File: src/rtl/car_scheduler.sv
// car_scheduler: once per frame advances the x position of the 10 car sprites
// through one shared adder, one car per cycle. It also reloads the spawn
// positions when the level changes.
//
// state   | meaning
// --------+------------------------------------------------------------
// IDLE    | waiting for an unpaused frame_tick
// RELOAD  | level changed: all cars return to spawn x; no motion this frame
// UPDATE  | car idx is moved by its lane speed and direction; idx advances
// DONE    | one-cycle update_done pulse, then back to IDLE
module car_scheduler (
    input  logic         clk,
    input  logic         rst_n,
    input  logic         frame_tick,
    input  logic         pause,
    input  logic [3:0]   current_level,
    output logic [99:0]  car_x_bus,
    output logic [99:0]  car_y_bus,
    output logic         busy,
    output logic         update_done,
    output logic         overrun
);

    localparam int        NUM_CARS   = 10;
    localparam int        SPAWN_GAP  = 336;
    localparam int        LANE_Y0    = 96;
    localparam int        LANE_PITCH = 64;
    localparam logic [10:0] H_WRAP   = 11'd672;

    typedef enum logic [1:0] {S_IDLE, S_RELOAD, S_UPDATE, S_DONE} state_t;

    state_t      state, state_nxt;
    logic [3:0]  level_q;
    logic [3:0]  idx;
    logic [9:0]  car_x [NUM_CARS];
    logic [9:0]  cur_x;
    logic [9:0]  next_x;
    logic [4:0]  spd;
    logic [10:0] sum_r;
    logic [10:0] next_x_w;
    logic        tick_go;

    function automatic logic [9:0] spawn_x(input int i);
        int v;
        v = (((i % 2) != 0) ? SPAWN_GAP : 0) + (i / 2) * 48;
        return v[9:0];
    endfunction

    function automatic logic [9:0] lane_y(input int i);
        int v;
        v = LANE_Y0 + (i / 2) * LANE_PITCH;
        return v[9:0];
    endfunction

    assign tick_go = frame_tick && !pause;

    // State register
    always_ff @(posedge clk) begin
        if (!rst_n) state <= S_IDLE;
        else        state <= state_nxt;
    end

    // Next-state decode and status outputs
    always_comb begin
        state_nxt   = state;
        busy        = 1'b0;
        update_done = 1'b0;
        case (state)
            S_IDLE: begin
                if (tick_go) begin
                    if (current_level != level_q) state_nxt = S_RELOAD;
                    else                          state_nxt = S_UPDATE;
                end
            end
            S_RELOAD: begin
                busy      = 1'b1;
                state_nxt = S_IDLE;
            end
            S_UPDATE: begin
                busy = 1'b1;
                if (idx == 4'(NUM_CARS - 1)) state_nxt = S_DONE;
            end
            S_DONE: begin
                update_done = 1'b1;
                state_nxt   = S_IDLE;
            end
            default: state_nxt = S_IDLE;
        endcase
    end

    // Shared adder: new x for car idx. idx[1] is the lane parity, so odd lanes move left
    always_comb begin
        cur_x = '0;
        for (int i = 0; i < NUM_CARS; i++) begin
            if (idx == i[3:0]) cur_x = car_x[i];
        end
        spd   = (level_q == 4'd0) ? 5'd0 : ({1'b0, level_q} + {4'd0, idx[0]});
        sum_r = {1'b0, cur_x} + {6'd0, spd};
        if (idx[1]) begin
            if ({1'b0, cur_x} < {6'd0, spd}) next_x_w = {1'b0, cur_x} + H_WRAP - {6'd0, spd};
            else                             next_x_w = {1'b0, cur_x} - {6'd0, spd};
        end else begin
            next_x_w = (sum_r >= H_WRAP) ? (sum_r - H_WRAP) : sum_r;
        end
        next_x = next_x_w[9:0];
    end

    // Level latch, car index, car positions and sticky overrun
    always_ff @(posedge clk) begin
        if (!rst_n) begin
            level_q <= '0;
            idx     <= '0;
            overrun <= 1'b0;
            for (int i = 0; i < NUM_CARS; i++) car_x[i] <= spawn_x(i);
        end else begin
            if (frame_tick && (state != S_IDLE)) overrun <= 1'b1;
            case (state)
                S_IDLE: begin
                    if (tick_go) begin
                        level_q <= current_level;
                        idx     <= '0;
                    end
                end
                S_RELOAD: begin
                    for (int i = 0; i < NUM_CARS; i++) car_x[i] <= spawn_x(i);
                end
                S_UPDATE: begin
                    for (int i = 0; i < NUM_CARS; i++) begin
                        if (idx == i[3:0]) car_x[i] <= next_x;
                    end
                    idx <= idx + 4'd1;
                end
                default: ;
            endcase
        end
    end

    // Pack registered x positions and constant lane y values onto the buses
    always_comb begin
        car_x_bus = '0;
        car_y_bus = '0;
        for (int i = 0; i < NUM_CARS; i++) begin
            car_x_bus[10*i +: 10] = car_x[i];
            car_y_bus[10*i +: 10] = lane_y(i);
        end
    end

endmodule

File: config.mk
export PLATFORM = sky130hd
export DESIGN_NAME = car_scheduler
export DESIGN_NICKNAME = d
export VERILOG_FILES = /design/src/rtl/car_scheduler.sv
export SDC_FILE = /design/constraint.sdc
export NUM_CORES = 1
export LEC_CHECK = 0
export ABC_AREA = 1
export CAP_MARGIN = 20
export CORE_AREA = 5 5 116 146
export DETAILED_ROUTE_END_ITERATION = 10
export DIE_AREA = 0 0 121 151
export PLACE_DENSITY = 0.81
export SLEW_MARGIN = 20
export SYNTH_ARGS = -nofsm -noshare
export SYNTH_HDL_FRONTEND = slang
export SYNTH_SLANG_ARGS = --single-unit
File: constraint.sdc
create_clock -name clk -period 6.2 [get_ports clk]
set_input_delay 1.24 -clock clk [delete_from_list [all_inputs] [get_ports clk]]
set_output_delay 1.24 -clock clk [all_outputs]
set_load 0.01 [all_outputs]
==> out/qor.txt <==
status: finished, final reports clean
dpl hpwl: 15.73 mm
clock sink count: 111
Detailed Routing Iterations Pass 1: 7
Mapped Area: 7378 um^2
Leak: 0.003561 uW
Main synth FF type: edfxtp_1
Fin Clk Skew: 0.01273 ns
Remaining Overflow, GRT: 0
die width: 121 um
routed via count: 6,101
VDD IR max: 0.0001991 V
Crit path top cell by count: inv_1
initial drt markers: 458
crit path max fanout: 12
Yosys warning count: 0
Slew @ Worst Pin: 0.9567 ns
CTS Buffer Depth: 2
H-tree depth: 3
GRT Total Usage: 21.98%
layout cell share with drive strength beyond 1: 8.941%
final wirelength: 20.58 mm
Crit-path slowest cell: dfxtp_1
DRT antenna net count: 0
Worst Path Required: 6.31 ns
largest net degree at the start of global routing: 22
ys async rst share: 0%
chip height: 151 um
WL per Instance: 17.36 um
postcts setup bufs: 0
max_cap viols: 0
Comb power frac: 46.7%
Int Power: 1725 uW
Layout area overhead: 17.42%
num rows: 51
initial antenna violation count: 0
FF+latch count, synth: 111
Worst Path Arrival: 5.75 ns
drt drc: 0
min setup slack post-route: 0.5512 ns
kind of critical path: reg2reg
GP Congestion: 0.9743
Hold-fix buffers, CTS: 0
Fmax achieved: 177.0 MHz
setup TNS: 0 ns
min cycle time layout: 5.649 ns
post-synthesis cell type count: 45
synth cell count leaders: nand2_1, nor2_1, buf_4, edfxtp_1, inv_1
Clock Latency Late Sink: 0.36 ns
CTS buffer count: 9
Final Hold Fails: 0
CTS tree: built
Area contributors post-synth: edfxtp_1, buf_4, nand2_1
Setup WS pre-CTS: 0.4515 ns
Initial Util: 47.98%
Clock power frac: 19.3%
vias in the first global route: 5,901
Clock transition at path regs: 0.08 ns
crit path capture type: flip-flop
Slew HR: 35.79%
area leader, netlist: edfxtp_1
Post-synth EDFFs: 100
ant diodes: 0
Setup violations, final: 0
Post-layout nets: 1,014
Via density: 5.149
worst hold path type: reg2reg
PortBufs: 110
first-pass GRT wire length: 31.05 mm
sw frac: 43.19%
Slew Viols, Final: 0
slowest cell delay on critical path: 0.49 ns
fin crit share: 91.11%
Startpoint Class: flip-flop
io pins: 211
area share of the largest cell type after synthesis: 40.70%
most common cell in the synthesized netlist: nand2_1
Synth Instances: 854
die area: 18,270 um^2
Power Dens Cells: 350.5 nW/um^2
CTS Root Cell: clkbuf_16
Psw: 1312 uW
Avg Cell Area, Syn: 8.640 um^2
sequential power share: 34.0%
# resized after CTS: 0
Core Region: 15,380 um^2
sequential-to-total area share from yosys stat: 43.68%
RSZ-0062 raised after global routing: false
Filler cells: 1,364
## worst max-delay path: cells and delay by family (launching register included)
kind | cells | cell delay, ns
AOI/OAI and AO/OA | 10 | 2.09
and+or+nand+nor | 13 | 1.46
adders and majority gates | 3 | 0.76
buffers and inverters | 5 | 0.60
DFF | 1 | 0.49
## layout by cell type, fill, tap and decap left out, types with 5 or more instances in the layout
master / count
nand2_1: 162
clkdlybuf4s50_1: 110
nor2_1: 105
conb_1: 100
edfxtp_1: 100
inv_1: 67
nand3_1: 56
a21oi_1: 35
o21ai_0: 31
ha_1: 31
nand2_2: 16
xor2_1: 14
inv_2: 13
dfxtp_1: 10
nand4_1: 9
clkbuf_16: 9
nand2_4: 7
clkinv_1: 7
or2_2: 7
o211ai_1: 7
nand3_2: 7
buf_4: 7
nor3_1: 6
fa_1: 6
o21ai_1: 5
## through the flow
stage / area [um^2] / utilization (%) / hold slack (ns) / instances / power [uW]
after floorplan: 7746 / - / 0.4784 / 952 / 1938
after global placement: 8356 / 54.33 / 0.4540 / 1169 / 2426
after detailed placement: 8356 / 54.33 / 0.4593 / 1169 / 2443
after CTS: 8652 / 56.26 / 0.4779 / 1185 / 3021
after global routing: 8663 / 56.33 / 0.5288 / 1185 / 3198
final: 8663 / 56.33 / 0.4738 / 1185 / 3037
## flip-flops by register name, summed over array words and instances, names as in the netlist
name / flops
car_x: 100
idx: 4
level_q: 4
overrun: 1
state: 2
## kinds of logic (layout without fill, tap and decap cells)
| kind of cell | after synthesis | in the layout | synth area share (%) |
|---|---|---|---|
| other | 2 | 100 | 0.1018 |
| buffers and inverters | 200 | 221 | 15.47 |
| AOI/OAI and AO/OA | 95 | 95 | 7.411 |
| and+or+nand+nor | 392 | 392 | 24.20 |
| DFF | 111 | 111 | 43.68 |
| xor gates and xnor gates | 15 | 15 | 1.781 |
| adders and majority gates | 38 | 38 | 7.054 |
| muxes | 1 | 1 | 0.3052 |
## layer usage
layer	part of all wire, %	vias up	global-route usage [%]
met3	8.6	65	3.437
li1	-	2850	-
met1	37	2836	26.20
met5	0	-	0
met4	4.2	0	10.49
met2	51	350	38.69
## cell type report
cell class / count / area, um^2 / share of cell area, %
multi-input combinational: 641 / 3392 / 39.15
sequential: 111 / 3224 / 37.22
timing repair buffer: 117 / 1154 / 13.32
inverter: 88 / 331.6 / 3.827
tap: 212 / 265.3 / 3.062
clock buffer: 9 / 225.2 / 2.600
clock inverter: 7 / 71.32 / 0.8232
## path summary, 6_finish.rpt
check,from,end,slack [ns],depth (start not counted)
min reg2reg,overrun$_SDFFE_PN0P_,overrun$_SDFFE_PN0P_,0.47,2
max,idx[0]$_SDFFE_PN0P_,car_x[5][8]$_SDFFCE_PN1P_,0.55,31
min,overrun$_SDFFE_PN0P_,overrun$_SDFFE_PN0P_,0.47,2
max reg2reg,idx[0]$_SDFFE_PN0P_,car_x[5][8]$_SDFFCE_PN1P_,0.55,31
## power by group through the flow
stage | Clock [uW] | Sequential (uW) | Combinational, uW
after floorplan | 0 | 1070 | 872
after global placement | 0 | 1050 | 1380
after detailed placement | 0 | 1050 | 1390
after CTS | 584 | 1030 | 1410
after global routing | 613 | 1040 | 1540
final | 585 | 1030 | 1420
(Power assumes the default switching activity.)
